--- src/rtl/escape_iterator.sv ---
// Mandelbrot escape-time engine: maps a raster pixel to c, iterates z <- z^2 + c in Q4.12.
// Latency: n+2 cycles from acceptance to out_valid (n = final count, minimum 1 so minimum 3).
// Backpressure: one pixel in flight; in_ready low until the result is taken, DONE holds indefinitely.
module escape_iterator #(
  parameter int unsigned        MAX_ITER = 255,
  parameter logic signed [15:0] X_MIN    = 16'shE000,
  parameter logic signed [15:0] Y_MIN    = 16'shEE00,
  parameter logic        [15:0] STEP     = 16'd12
) (
  input  logic       aclk,
  input  logic       aresetn,
  input  logic       in_valid,
  output logic       in_ready,
  input  logic [9:0] x,
  input  logic [9:0] y,
  output logic       out_valid,
  input  logic       out_ready,
  output logic [9:0] out_x,
  output logic [9:0] out_y,
  output logic [7:0] out_iter,
  output logic       out_sof,
  output logic       out_eol
);

  typedef enum logic [1:0] {IDLE, ITER, DONE} state_t;

  state_t             r_state;
  state_t             w_state_nxt;
  logic signed [15:0] r_cr, r_ci, r_zr, r_zi;
  logic        [7:0]  r_n;
  logic        [9:0]  r_x, r_y;
  logic        [7:0]  r_iter;
  logic               r_sof, r_eol;

  logic               w_accept, w_exit;
  logic        [15:0] w_cr_init, w_ci_init;
  logic signed [31:0] w_zr2, w_zi2, w_zrzi, w_diff;
  logic        [32:0] w_mag;
  logic               w_escape;
  logic signed [15:0] w_zr_nxt, w_zi_nxt;

  // c for the incoming pixel; 16-bit arithmetic gives the required truncation for free
  assign w_cr_init = X_MIN + 16'({6'd0, x}) * STEP;
  assign w_ci_init = Y_MIN + 16'({6'd0, y}) * STEP;

  // Q8.24 products of the current z
  assign w_zr2    = r_zr * r_zr;
  assign w_zi2    = r_zi * r_zi;
  assign w_zrzi   = r_zr * r_zi;
  assign w_diff   = w_zr2 - w_zi2;
  // Both squares are non-negative, so zero-extension yields the exact magnitude
  assign w_mag    = {1'b0, w_zr2} + {1'b0, w_zi2};
  assign w_escape = (w_mag > 33'h0400_0000);

  // (2*p) >>> 12 equals p >>> 11 exactly, so the doubling folds into the shift
  assign w_zr_nxt = 16'(w_diff >>> 12) + r_cr;
  assign w_zi_nxt = 16'(w_zrzi >>> 11) + r_ci;

  assign in_ready  = (r_state == IDLE);
  assign out_valid = (r_state == DONE);
  assign out_x     = r_x;
  assign out_y     = r_y;
  assign out_iter  = r_iter;
  assign out_sof   = r_sof;
  assign out_eol   = r_eol;

  // Next-state: accept in IDLE, iterate until escape/cap, hold result until taken
  always_comb begin
    w_state_nxt = r_state;
    w_accept    = 1'b0;
    w_exit      = 1'b0;
    case (r_state)
      IDLE: begin
        w_accept = in_valid;
        if (in_valid) w_state_nxt = ITER;
      end
      ITER: begin
        w_exit = w_escape || (r_n == 8'(MAX_ITER));
        if (w_exit) w_state_nxt = DONE;
      end
      DONE: begin
        if (out_ready) w_state_nxt = IDLE;
      end
      default: w_state_nxt = IDLE;
    endcase
  end

  // State register
  always_ff @(posedge aclk or negedge aresetn) begin
    if (!aresetn) r_state <= IDLE;
    else          r_state <= w_state_nxt;
  end

  // Datapath: load pixel on accept, one z update per ITER cycle, latch count on exit
  always_ff @(posedge aclk or negedge aresetn) begin
    if (!aresetn) begin
      r_cr   <= '0;
      r_ci   <= '0;
      r_zr   <= '0;
      r_zi   <= '0;
      r_n    <= '0;
      r_x    <= '0;
      r_y    <= '0;
      r_iter <= '0;
      r_sof  <= 1'b0;
      r_eol  <= 1'b0;
    end else if (w_accept) begin
      r_cr  <= w_cr_init;
      r_ci  <= w_ci_init;
      r_zr  <= '0;
      r_zi  <= '0;
      r_n   <= '0;
      r_x   <= x;
      r_y   <= y;
      r_sof <= (x == 10'd0) && (y == 10'd0);
      r_eol <= (x == 10'd1023);
    end else if (r_state == ITER) begin
      if (w_exit) begin
        r_iter <= r_n;
      end else begin
        r_zr <= w_zr_nxt;
        r_zi <= w_zi_nxt;
        r_n  <= r_n + 8'd1;
      end
    end
  end

endmodule

--- config.mk ---
export PLATFORM = sky130hd
export DESIGN_NAME = escape_iterator
export DESIGN_NICKNAME = d
export VERILOG_FILES = /design/src/rtl/escape_iterator.sv
export SDC_FILE = /design/constraint.sdc
export NUM_CORES = 2
export LEC_CHECK = 0
export BUFFER_PORTS_ARGS = -buffer_cell sky130_fd_sc_hd__buf_2
export CORE_MARGIN = 4
export CORE_UTILIZATION = 42
export DETAILED_ROUTE_END_ITERATION = 16
export PLACE_DENSITY_LB_ADDON = 0.3
export RECOVER_POWER = 50
export SLEW_MARGIN = 20
export SYNTH_ARGS = -nofsm -noshare
export SYNTH_HDL_FRONTEND = slang
export SYNTH_SLANG_ARGS = --single-unit
--- constraint.sdc ---
create_clock -name aclk -period 11 [get_ports aclk]
set_input_delay 3.3 -clock aclk [delete_from_list [all_inputs] [get_ports aclk]]
set_output_delay 3.3 -clock aclk [all_outputs]
set_load 0.02 [all_outputs]
**Yosys cells after proc, flatten, opt, wreduce, memory -nomap -nowiden**

Index checks and enable logic that the tools add are counted.

- Word-level logic and storage cells: 57
- Input bits: 24
- Flip-flop bits (word level): 104

- Order comparisons: 1
- Muxes and demuxes: 15
- Multipliers: 5
- Bitwise operators: 1
- Add/subtract/negate cells: 7
- Reduce and logical (&&, ||, !) cells: 9
- Eq/ne operators: 8

Operator list:

| kind | count |
|---|---|
| 16-bit two-way mux | 6 |
| 16-bit by 16-bit multiplier with 32-bit output | 2 |
| 32-bit by 32-bit adder with 33-bit output | 1 |
| 33-bit by 27-bit > comparator with 1-bit output, second input constant | 1 |
| 14-bit by 15-bit adder with 16-bit output, first input constant | 2 |
| 16-bit adder | 2 |
| 28-bit subtractor | 1 |
| 16-bit by 16-bit multiplier with 27-bit output | 1 |
| 10-bit by 2-bit multiplier with 12-bit output, second input constant | 2 |
| 8-bit two-way mux | 3 |
| 10-bit zero test | 2 |
| 10-bit == test, second input constant | 1 |
| 8-bit by 1-bit adder with 8-bit output, second input constant | 1 |
| 8-bit == test, second input constant | 1 |
| 2-bit two-way mux | 3 |
| 2-bit != test, second input constant | 3 |
| 2-bit one-hot mux with 3 select lines | 1 |
| 3-bit AND reduction | 2 |
| 2-bit by 1-bit == test with 1-bit output, second input constant | 1 |
| 2-bit == test, second input constant | 1 |
| 2-bit zero test | 1 |
| 1-bit two-way mux | 2 |
| 2-bit by 1-bit != test with 1-bit output, second input constant | 1 |
| 2-bit AND reduction | 1 |
| 4 further kinds | 4 |

**Logic depth before layout (Yosys ltp)**

- Word-level depth: 8
- Depth in mapped cells: 43
- Mapped depth without buffers: 41

**Least setup slack after synthesis**

No wires, ideal clock.

- Path kind: flip-flop to flip-flop
- Start point: register r_zr[12]
- End point: register r_zr[15]
- Slack: 2.031 ns
- Data arrival time: 8.865 ns
- Cell stages (with the launch flop): 36
- Path through: dfrtp_1 -> clkbuf_1 -> clkbuf_1 -> nand2_1 -> fa_1 -> fa_1 -> fa_1 -> inv_1 -> fa_1 -> fa_1 -> inv_1 -> fa_1 -> inv_1 -> ha_1 -> o21a_1 -> o21a_1 -> o21a_1 -> o21ai_0 -> a31oi_1 -> o41a_1 -> a41o_1 -> o41a_1 -> and4_1 -> or4_1 -> ha_1 -> o21a_1 -> o21ai_0 -> nand2b_1 -> and3_1 -> o311ai_0 -> nor4_4 -> and4_1 -> buf_2 -> nand2_1 -> buf_2 -> o41ai_2

- Longest elaborated chain between the ends: 7

Ends and longest elaborated chain:

| item | line | text |
|---|---|---|
| from (decl) | 29 | `logic signed [15:0] r_cr, r_ci, r_zr, r_zi;` |
| from (signal assigned) | 121 | `r_zr <= w_zr_nxt;` |
| 16-bit by 16-bit multiplier with 32-bit output * | 47 | `assign w_zr2 = r_zr * r_zr;` |
| 32-bit by 32-bit adder with 33-bit output | 52 | `assign w_mag = {1'b0, w_zr2} + {1'b0, w_zi2};` |
| 33-bit by 27-bit > comparator with 1-bit output | 53 | `assign w_escape = (w_mag > 33'h0400_0000);` |
| 1-bit logical OR | 78 | `w_exit = w_escape \|\| (r_n == 8'(MAX_ITER));` |
| 1-bit two-way mux | 72 | `case (r_state)` |
| 2-bit != test (no line) | n/a |  |
| 2-bit AND reduction (no line) | n/a |  |

Every way passes the cells marked *; elsewhere a longest branch is shown, timed or not. The select of a mux whose other input is x is not followed.
A chain may end at the register's enable or synchronous reset.

**Worst setup path in the final report**

- Start point: register r_zi[2]
- End point: register r_zr[15]

- Longest elaborated chain between the ends: 7

Ends and longest elaborated chain:

| item | line | text |
|---|---|---|
| from (decl) | 29 |  |
| from (signal assigned) | 122 | `r_zi <= w_zi_nxt;` |
| 16-bit by 16-bit multiplier with 32-bit output * | 48 | `assign w_zi2 = r_zi * r_zi;` |
| 32-bit by 32-bit adder with 33-bit output | 52 |  |
| 33-bit by 27-bit > comparator with 1-bit output | 53 |  |
| 1-bit logical OR | 78 |  |
| 1-bit two-way mux | 72 |  |
| 2-bit != test (no line) | n/a |  |
| 2-bit AND reduction (no line) | n/a |  |

Marked as above.

==> flow_summary.yaml <==
clocking:
  clkSinkCount: 96
  clkTransAtPathRegs_ns: 0.09
  clock-root-buffer: "clkbuf_16"
  post-cts-setup-buffer-count: 0
  cts_buffers: 9
  insertion_delay_ns: 0.38
  clockBufferDepth: 2
  cts_max_level: 3
  cts_tree: "yes"
pwr:
  p_sw_frac: 0.594
  intPower_mw: 4.21
  p_seq_frac: 0.069
  power.switching_mw: 6.16
  clockPowerShare: 0.034
  leakagePower_nw: 18.4
  p_comb_frac: 0.897
  ir_drop_mv: 0.669
  powerDensity_mw_per_mm2: 284
sta:
  max_freq_mhz: 96.0
  finalCriticalPeriod_ns: 10.42
  setup_viol: 0
  slew_headroom: -1.60
  post-route-worst-setup-slack_ns: 0.580
  finalCritPeriodShare: 0.947
  fin_skew_ns: 0.0122
  fin_tns_setup_ns: 0
  worst_slew_pin_slew_ns: 3.89
  final_max_slew_viol_count: 99
  finalHoldViolCount: 0
  rsz0062_at_grt: "false"
placement:
  numPortBuffers: 55
  pre_cts_ws_ns: 0.678
  place_inst: 4980
  hpwl_um: 71800
  gp_congestion: 0.894
worst_setup_path:
  arrival_ns: 10.70
  r2r_cells: 32
  cp_num_buf_inv: 6
  slowest_stage: "dfrtp_1"
  path_common_cell: "fa_1"
  critPathCaptureType: "register"
  slowest_delay_ns: 0.95
  cp_data_required_time_ns: 11.28
  path_max_fanout: 25
  start_kind: "register"
  critPathKind: "reg2reg"
  path_depth: 32
  critical-path-top-delay-family: "adder cells"
yosys:
  synthMuxAreaShare: 0.00496
  netlist-cell-type-count: 79
  synth_nets: 5028
  synth_warnings: 0
  yosysSeqAreaShare: 0.0690
  synth-seq-cells: 96
  synth_xor_area_frac: 0.0440
  synth_top_area_frac: 0.402
  ys_top_cells_by_area: "fa_1 (40%), ha_1 (13%), inv_1 (11%), dfrtp_1 (6.9%), nand2_1 (4.3%)"
  yosysTopAreaCell: "fa_1"
  synth_compound_area_frac: 0.0940
  synth_fa_ha_area_frac: 0.532
  synth_top_family_by_area: "adder cells"
  syn-cell-area_mm2: 0.0348
  synth_edf_count: 0
  postSynthCellCount: 3944
  syn_avg_cell_area_um2: 8.82
  synth_ff_type: "dfrtp_1"
  synthArstFlopShare: 1.00
  synthSimpleGateAreaFrac: 0.130
grt:
  overflow: 0
  antenna_found_initial: 1
  grt_pass1_vias: 27000
  grt_max_degree: 97
  grt_pass1_wl_um: 144000
  track_usage: 0.208
final_layout:
  nets: 5005
  nFillCells: 8071
  area_delta_synth_final_pct: 5.12
  drive_above_1_share: 0.0382
  regArea_mm2: 0.00241
  multi_input_area_mm2: 0.0280
  fin_cells: 4997
route:
  drc_errors: 0
  vias: 25500
  vias_per_cell: 5.11
  routed_wl_um: 86200
  routedWlPerCell_um: 17.3
  first_iter_violations: 1481
  first_pass_iters: 5
  ant_nets: 0
run:
  drv_cap: 2
die:
  start_util: 0.424
  fp.coreArea_mm2: 0.0821
  die_y_um: 296
  die_area_mm2: 0.0875
  std_cell_rows: 105
  die_x_um: 296
  ios: 56
run_status:
  violations: "capacitance limit, slew limit"
  status: "complete, but fails checks"
hold_path:
  hp-class: "reg2reg"
  min_path_cells: 2
[cells in the final DEF, fill, tap and decap left out, types with 18 or more instances in the layout]
| cell | instances |
|---|---|
| o21a_1 | 29 |
| o21bai_1 | 25 |
| ha_1 | 361 |
| nand2b_1 | 25 |
| and2_1 | 162 |
| a21oi_1 | 97 |
| xnor2_1 | 130 |
| nor3_1 | 37 |
| fa_1 | 699 |
| nand2_1 | 402 |
| o211ai_1 | 27 |
| dfrtp_1 | 93 |
| clkbuf_1 | 34 |
| nand3_1 | 41 |
| a211oi_1 | 18 |
| inv_1 | 1001 |
| nor2b_1 | 20 |
| buf_2 | 23 |
| a21o_1 | 34 |
| o31ai_1 | 20 |
| buf_4 | 67 |
| nor2_1 | 166 |
| xor2_1 | 45 |
| o21ai_0 | 115 |
[cells in the mapped netlist (25+ instances only)]
| library cell | number |
|---|---|
| inv_1 | 1001 |
| fa_1 | 699 |
| nand2_1 | 402 |
| ha_1 | 361 |
| nor2_1 | 166 |
| and2_1 | 162 |
| clkbuf_1 | 133 |
| xnor2_1 | 130 |
| o21ai_0 | 115 |
| a21oi_1 | 97 |
| dfrtp_1 | 96 |
| xor2_1 | 45 |
| nand3_1 | 41 |
| nor3_1 | 37 |
| a21o_1 | 34 |
| o21a_1 | 29 |
| o211ai_1 | 27 |
| nand2b_1 | 25 |
| o21bai_1 | 25 |
[state kept, by name (all words and copies together) (netlist names)]
name	count
out_eol	1
out_iter	8
out_sof	1
out_x	10
out_y	10
r_ci	13
r_cr	11
r_n	8
r_state	2
r_zi	16
r_zr	16
[final timing paths]
check	startpoint	endpoint	slack, ns
min reg2reg	out_y[2]	out_y[2]	0.48
max in group asynchronous	aresetn	r_zr[6]	2.57
max	r_zi[2]	r_zr[15]	0.58
min in group asynchronous	aresetn	out_iter[2]	3.55
min	out_y[2]	out_y[2]	0.48
max reg2reg	r_zi[2]	r_zr[15]	0.58
[power groups by stage]
| stage | clock network, mW | registers [mW] | logic, mW |
|---|---|---|---|
| floorplan | 0 | 0.599 | 6.76 |
| global placement | 0 | 0.705 | 9.06 |
| detailed placement | 0 | 0.712 | 9.11 |
| CTS | 0.366 | 0.706 | 9.18 |
| global route | 0.379 | 0.729 | 10.3 |
| finish | 0.358 | 0.714 | 9.30 |
[per-layer routing]
layer  vias up  routed length, um  global-route usage
li1      12000                  -                   -
met1     12800              38500               0.296
met2       661              38900               0.327
met3       131               5400              0.0326
met4         0               3410              0.0680
met5         -                  0                   0
[worst reg2reg max path, delay by kind of cell, from the launching register on]
kind | cells | cell delay [ns]
adders and majority gates | 8 | 3.71
AOI/OAI and AO/OA | 10 | 2.54
and+or+nand+nor | 7 | 2.16
DFF | 1 | 0.95
buffers and inverters | 6 | 0.79
xor gates and xnor gates | 1 | 0.17
[cell type report]
cell class	count	area share
multi-input combinational	2684	0.765
clock buffer	9	0.00616
tap	1070	0.0366
clock inverter	7	0.00236
inverter	1006	0.103
antenna	1	0.0000684
sequential	96	0.0658
timing repair buffer	124	0.0204
[through the flow]
stage	area, um^2	hold WS (ns)	util	total power [mW]
2_1_floorplan	34800	0.455	-	7.36
3_3_place_gp	36300	0.458	0.442	9.77
3_5_place_dp	36300	0.465	0.442	9.82
4_1_cts	36600	0.482	0.446	10.2
5_1_grt	36600	0.501	0.446	11.4
6_report	36600	0.484	0.446	10.4
[repair_timing]
action                     4_1_cts  5_1_grt
setup endpoints to repair        0        1
gates resized for setup          0        3
hold buffers                     0        0
[logic make-up after synthesis]
family / Yosys count
multiplexers: 16
XOR/XNOR: 175
AO/OA/AOI/OAI: 483
AND/OR/NAND/NOR: 950
adder cells (fa/ha/maj): 1060
flip-flops: 96
buffers and inverters: 1164
(Power assumes the default switching activity.)
